$ cat src/rtl/bus_arbiter.sv
// bus_arbiter: owns the external memory bus, running 4-T-state cycles for the CPU port and a built-in page-copy DMA.
module bus_arbiter #(
  parameter int          DMA_LEN = 160,
  parameter logic [15:0] DMA_DST = 16'hFE00
) (
  input  logic        clk,
  input  logic        rst,
  input  logic        cpu_req,
  input  logic        cpu_we,
  input  logic [15:0] cpu_addr,
  input  logic [7:0]  cpu_wdata,
  output logic        cpu_gnt,
  output logic        cpu_done,
  output logic [7:0]  cpu_rdata,
  input  logic        dma_start,
  input  logic [7:0]  dma_src_hi,
  output logic        dma_busy,
  output logic [15:0] mem_addr,
  output logic [7:0]  mem_wdata,
  input  logic [7:0]  mem_rdata,
  output logic        mem_cs,
  output logic        mem_oe,
  output logic        mem_we,
  output logic        mem_data_oe
);
  typedef enum logic [2:0] {IDLE, T0, T1, T2, T3} state_t;
  state_t      state, state_nx;
  logic        cur_dma, cur_we, dphase, arb, last, dma_go;
  logic [7:0]  src_hi;
  logic [8:0]  idx;
  assign arb     = (state == IDLE) || (state == T3);
  // idx advances when a write is launched, so the final write's T3 sees idx == DMA_LEN
  assign last    = (state == T3) && cur_dma && cur_we && (idx == 9'(DMA_LEN));
  assign dma_go  = arb && dma_busy && !last && !rst;
  assign cpu_gnt = cpu_req && arb && !dma_busy && !rst;
  assign mem_cs      = state != IDLE;
  assign mem_oe      = !cur_we && (state == T1 || state == T2 || state == T3);
  assign mem_we      = cur_we && (state == T1 || state == T2);
  assign mem_data_oe = cur_we && mem_cs;
  always_ff @(posedge clk)
    state <= rst ? IDLE : state_nx;
  always_comb begin
    state_nx = IDLE;
    state_nx = (arb && (dma_go || cpu_gnt)) ? T0 :
               (state == T0) ? T1 :
               (state == T1) ? T2 :
               (state == T2) ? T3 : IDLE;
  end
  always_ff @(posedge clk) begin
    if (rst) begin
      cur_dma   <= 1'b0;
      cur_we    <= 1'b0;
      dphase    <= 1'b0;
      src_hi    <= '0;
      idx       <= '0;
      mem_addr  <= '0;
      mem_wdata <= '0;
      cpu_done  <= 1'b0;
      cpu_rdata <= '0;
      dma_busy  <= 1'b0;
    end else begin
      cpu_done <= (state == T3) && !cur_dma;
      if ((state == T3) && !cur_dma && !cur_we) cpu_rdata <= mem_rdata;
      if (dma_start && !dma_busy) begin
        src_hi   <= dma_src_hi;
        idx      <= '0;
        dphase   <= 1'b0;
        dma_busy <= 1'b1;
      end
      if (last) dma_busy <= 1'b0;
      if (dma_go) begin
        cur_dma  <= 1'b1;
        cur_we   <= dphase;
        dphase   <= !dphase;
        mem_addr <= dphase ? DMA_DST + 16'(idx) : {src_hi, idx[7:0]};
        if (dphase) begin
          mem_wdata <= mem_rdata;
          idx       <= idx + 9'd1;
        end
      end else if (cpu_gnt) begin
        cur_dma   <= 1'b0;
        cur_we    <= cpu_we;
        mem_addr  <= cpu_addr;
        mem_wdata <= cpu_wdata;
      end
    end
  end
endmodule

$ cat config.mk
export PLATFORM = sky130hd
export DESIGN_NAME = bus_arbiter
export DESIGN_NICKNAME = d
export VERILOG_FILES = /design/src/rtl/bus_arbiter.sv
export SDC_FILE = /design/constraint.sdc
export NUM_CORES = 1
export LEC_CHECK = 0
export BUFFER_PORTS_ARGS = -buffer_cell sky130_fd_sc_hd__buf_2
export CORE_AREA = 4 4 106 78
export CTS_BUF_LIST = sky130_fd_sc_hd__clkbuf_8
export CTS_CLUSTER_DIAMETER = 80
export DETAILED_ROUTE_END_ITERATION = 16
export DIE_AREA = 0 0 110 82
export GPL_ROUTABILITY_DRIVEN = 0
export GPL_TIMING_DRIVEN = 0
export PLACE_DENSITY = 0.66
export REMOVE_ABC_BUFFERS = 1
export SYNTH_ARGS = -nofsm -noshare
export SYNTH_HDL_FRONTEND = slang
export SYNTH_SLANG_ARGS = --single-unit
export TNS_END_PERCENT = 20
$ cat constraint.sdc
create_clock -name clk -period 1.7 [get_ports clk]
set_input_delay 0.255 -clock clk [delete_from_list [all_inputs] [get_ports clk]]
set_output_delay 0.255 -clock clk [all_outputs]
set_load 0.01 [all_outputs]
# Word level (Yosys, flattened, before mapping)
# Cells that the tools add are included.
# word_totals
register_bits	57
output_inout_bits	39
# classes
eq_ne	6
mux	19
n_addsub	2
reduce_logical	34
# ops
operator	count
$mux 16	3
$mux 9	3
$mux 8	3
$logic_and 1x1->1	16
$add 10x10->11 const A	1
$add 9x1->9 const B	1
$eq 9x8->1 const B	1
$mux 1	7
$eq 3x2->1 const B	2
$logic_not 1->1	6
$logic_or 1x1->1	4
$mux 2	2
$reduce_bool 2->1	2
$reduce_or 2->1	2
$reduce_or 4->1	1
$eq 3x1->1 const B	1
$eq 3x3->1 const B	1
$logic_not 3->1	1
$mux 3	1
$reduce_bool 3->1	1
$ne 2x2->1 const B	1
$reduce_and 2->1	1

# Longest topological paths before layout
# logic_depth
ltp_word	10
ltp_mapped	8
depth_no_buf	6

# Worst setup path after synthesis
# Ideal clock, no wire load.
# synth_timing
path_kind	register -> register
from	reg idx[0]
to	reg mem_wdata[0]
arrival_time_ps	1613
setup_ps	148
t_required_ps	1552
stages_incl_launch_ff	9
n_path_buf	2
slack_ps	-61
synth_period_minus_slack_ps	1761
path_cell_list	dfxtp_1 inv_1 ha_1 nand4bb_1 or4_1 buf_2 buf_6 a211oi_2 a311oi_1
# synth_between
elab_chain_cells	7
word_cells_on_any_way	9
# synth_lines
item	line	rtl
start, declared	30	logic [8:0] idx;
start signal, assigned	78	idx <= idx + 9'd1;
$eq 9x8->1 (*)	33	assign last = (state == T3) && cur_dma && cur_we && (idx == 9'(DMA_LEN));
$logic_and 1x1->1 (*)	33	
$logic_not 1->1 (*)	34	assign dma_go = arb && dma_busy && !last && !rst;
$logic_and 1x1->1 (*) (2 in series)	34	
$ne 2x2->1 (no line) / $reduce_bool 2->1 (equally long branches)	n/a	
$reduce_and 2->1 (no line)	n/a	
end signal, assigned	77	mem_wdata <= mem_rdata;
end signal, assigned	84	mem_wdata <= cpu_wdata;
end, declared	19	output logic [7:0] mem_wdata,
# Every way passes the cells marked *; elsewhere a longest branch is shown, timed or not.
# A chain may end at the register's enable or synchronous reset.

# Final worst setup path
# layout_timing
from	reg idx[0]
to	reg mem_wdata[2]
# The elaborated chain is that of the path after synthesis.

==> results.md <==
- Violated checks: negative setup slack
- Most common cell after layout, fill and taps aside: buf_2
- I/O Buffers: 83
- Antenna Cells: 0
- Initial Util: 39.5%
- Core Box Area: between 0.007 and 0.008 mm^2
- RSZ-0062 raised after global routing: true
- Clk_skew: 0.0132 ns
- Total chip power: 3.67 mW
- Post-synth top area share: 40.2%
- Final WS setup: -0.161 ns
- Post-DP Area: ~0.0032 mm^2
- Hold EP: src_hi[5]$_SDFFE_PP0P_
- Design area: roughly 0.0037 mm^2
- Cell taking the most area after synthesis: dfxtp_1
- CP Data Required Time: about 1.9 ns
- Lkg Pwr: between 1 and 1.5 nW
- Filler cell count: roughly 700
- Hold path cells: 3
- Initial DRC count: approximately 160
- H-tree depth: 3
- Post-synth EDFFs: 0
- Die Area: about 0.009 mm^2
- Slew at the pin with the worst max-slew slack: 0.750 ns
- # hold bufs at CTS: 0
- Layout cells sized above 1: 41.0%
- First-pass GRT wire length: 14,000 um
- Die Ht: 82 um
- Initial antenna violation count: 0
- Startpoint types: flop
- Yosys reg bits: 57
- CTS tree: built
- Largest net degree at the start of global routing: 53
- Clock transition at path regs: approximately 0.07 ns
- DRC: 0
- Hold Slack: approximately 0.15 ns
- MaxCap Viol Count: 0
- Unique masters post-synth: 50
- Min cycle time layout: approximately 1.9 ns
- Flop2flop setup slack: -0.16 ns
- Fmax: around 0.54 GHz
- Syn Std Cell Area: about 0.0028 mm^2
- Commonest cells after routing, fill and taps aside: buf_2, nand2_1, dfxtp_1, nand3_1, nor3_1
- Final Util: about half
- DP HPWL: 5090 um
- Pre-CTS setup slack: -1.40 ns
- Cells after Synth: between 300 and 400
- TritonRoute pass-1 iters: 4
- Worst endpoint data arrival time: 2.05 ns
- Latest clock arrival within the worst-skew pair: about 0.35 ns
- Avg Cell Area, Syn: around 9 um^2
- Layout area overhead: 31.4%
- GRT Total Usage: a little over 20%
- Vias in the first global route: around 2,600
- CTS max path bufs: 2
- Core Rows: 26
- Ports: 84
- Total congestion overflow: 0
- Average wire per standard cell: between 15 and 20 um
- Min-Delay Path Class: in -> reg
- Clock sinks: 57
- Critical Path Sink Type: flop
- DIE WIDTH: approximately 110 um
- Total CTS buffers: 9
- R2R cell count: 7
- Async set or reset register ratio after synthesis: 0%
- Final setup fails: 38
- Via count: 2,711
- Worst rel slew slack: about 50%
- Root Buffer: clkbuf_8
- Power Dens Cells: roughly 980 mW/mm^2
- Fin crit share: 109%
- Max VDD drop: between 0.3 and 0.4 mV
- Final Max Tran Viols: 0
- Routed wire length: 8720 um
- Vias/cell: 5.39
- Synth top area cells: dfxtp_1, nand2_1, a311oi_2
- Nets: about 450
- Hold Violations, Final: 0
- Classification of the worst setup path: reg -> reg
- Worst r2r dst: mem_wdata[2]$_SDFFE_PP0P_
- Ys Warns: 0
- Primary FF master, synth: dfxtp_1
- Sequential area share after synthesis: 40.2%
- CP Max Fanout: 11
- Outcome: finished, violations left
- Min-delay src: dma_src_hi[5]
- RR Startpoint: idx[0]$_SDFF_PP0_
- Post-route ant nets: 0
sequential cells by signal, summed over array words and instances (netlist names):
signal / count
state: 3
cpu_done: 1
cur_dma: 1
cur_we: 1
mem_wdata: 8
dphase: 1
mem_addr: 16
idx: 9
cpu_rdata: 8
dma_busy: 1
src_hi: 8
metal layers:
metal	vias up	track usage (%)	share of wire, %	routed length [um]
li1	1329	-	-	-
met1	1292	27.4	48	4150
met2	80	31.5	46	3970
met3	10	6.44	5.7	498
met4	0	4.86	1.1	95
met5	-	0	0	0
through the flow:
step / instances / setup TNS [ns]
2_1_floorplan: 287 / -22.92
4_1_cts: 500 / -4.33
6_report: 503 / -3.89
3_3_place_gp: 468 / -61.81
3_5_place_dp: 469 / -43.46
5_1_grt: 503 / -6.83
worst max-delay path, cell delays in order (launching register included):
cell       delay (ns)
dfxtp_4          0.35
inv_4            0.05
ha_4             0.13
nand4bb_4        0.16
buf_4            0.18
or4_4            0.60
nand3_1          0.13
a311oi_1         0.09
where the power goes:
group	total, mW	switching (mW)	internal (mW)	leakage, nW
Sequential	1.58	0.122	1.46	0.469
Combinational	0.817	0.454	0.363	0.886
Clock	1.27	0.569	0.706	0.0995
Total	3.67	1.14	2.52	1.45
synthesized netlist by cell type (4+ instances only):
library cell and n:
nand3_1 20, clkbuf_1 11, nor3_1 15, inv_1 4, nor4_1 7, nor2_1 13, o211ai_1 4, a21oi_1 14
mux2i_1 12, buf_1 4, a311oi_2 11, dfxtp_1 57, buf_2 5, buf_6 6, nand2_1 57, xnor2_1 5
o21ai_0 8, a211oi_2 7, a311oi_1 14
worst max path at each step:
stage | slack [ns] | startpoint | to
floorplan | -0.94 | idx[0]$_SDFF_PP0_ | mem_wdata[0]$_SDFFE_PP0P_
global placement | -2.25 | idx[0]$_SDFF_PP0_ | mem_wdata[1]$_SDFFE_PP0P_
detailed placement | -1.40 | rst | mem_wdata[0]$_SDFFE_PP0P_
CTS | -0.17 | idx[1]$_SDFF_PP0_ | mem_wdata[2]$_SDFFE_PP0P_
global route | -0.24 | idx[4]$_SDFF_PP0_ | mem_wdata[1]$_SDFFE_PP0P_
finish | -0.16 | idx[0]$_SDFF_PP0_ | mem_wdata[2]$_SDFFE_PP0P_
area by class of cell:
cell class / instances / area [um^2] / area share [%]
multi-input combinational: 227 / 1650 / 44.3
sequential: 57 / 1160 / 31.1
timing repair buffer: 98 / 544 / 14.6
clock buffer: 10 / 138 / 3.69
tap: 98 / 123 / 3.29
clock inverter: 6 / 58.8 / 1.58
inverter: 6 / 40.0 / 1.07
timing repair inverter: 1 / 11.3 / 0.302
cells by family (layout without fill, tap and decap cells):
group / Yosys count / count (layout) / share of synthesized area [%]
and+or+nand+nor: 133 / 136 / 23.5
AOI/OAI and AO/OA: 69 / 69 / 21.3
DFF: 57 / 57 / 40.2
buffers and inverters: 34 / 121 / 7.45
muxes: 12 / 12 / 4.23
xor gates and xnor gates: 8 / 8 / 2.47
adders and majority gates: 2 / 2 / 0.882
timing repair:
item	in CTS	in global routing
cloned	4	1
pin swaps	16	11
gates resized for setup	40	10
endpoints found under the setup margin	47	48
setup buffers	11	2
Note: power is estimated with default switching activity, not from simulation.
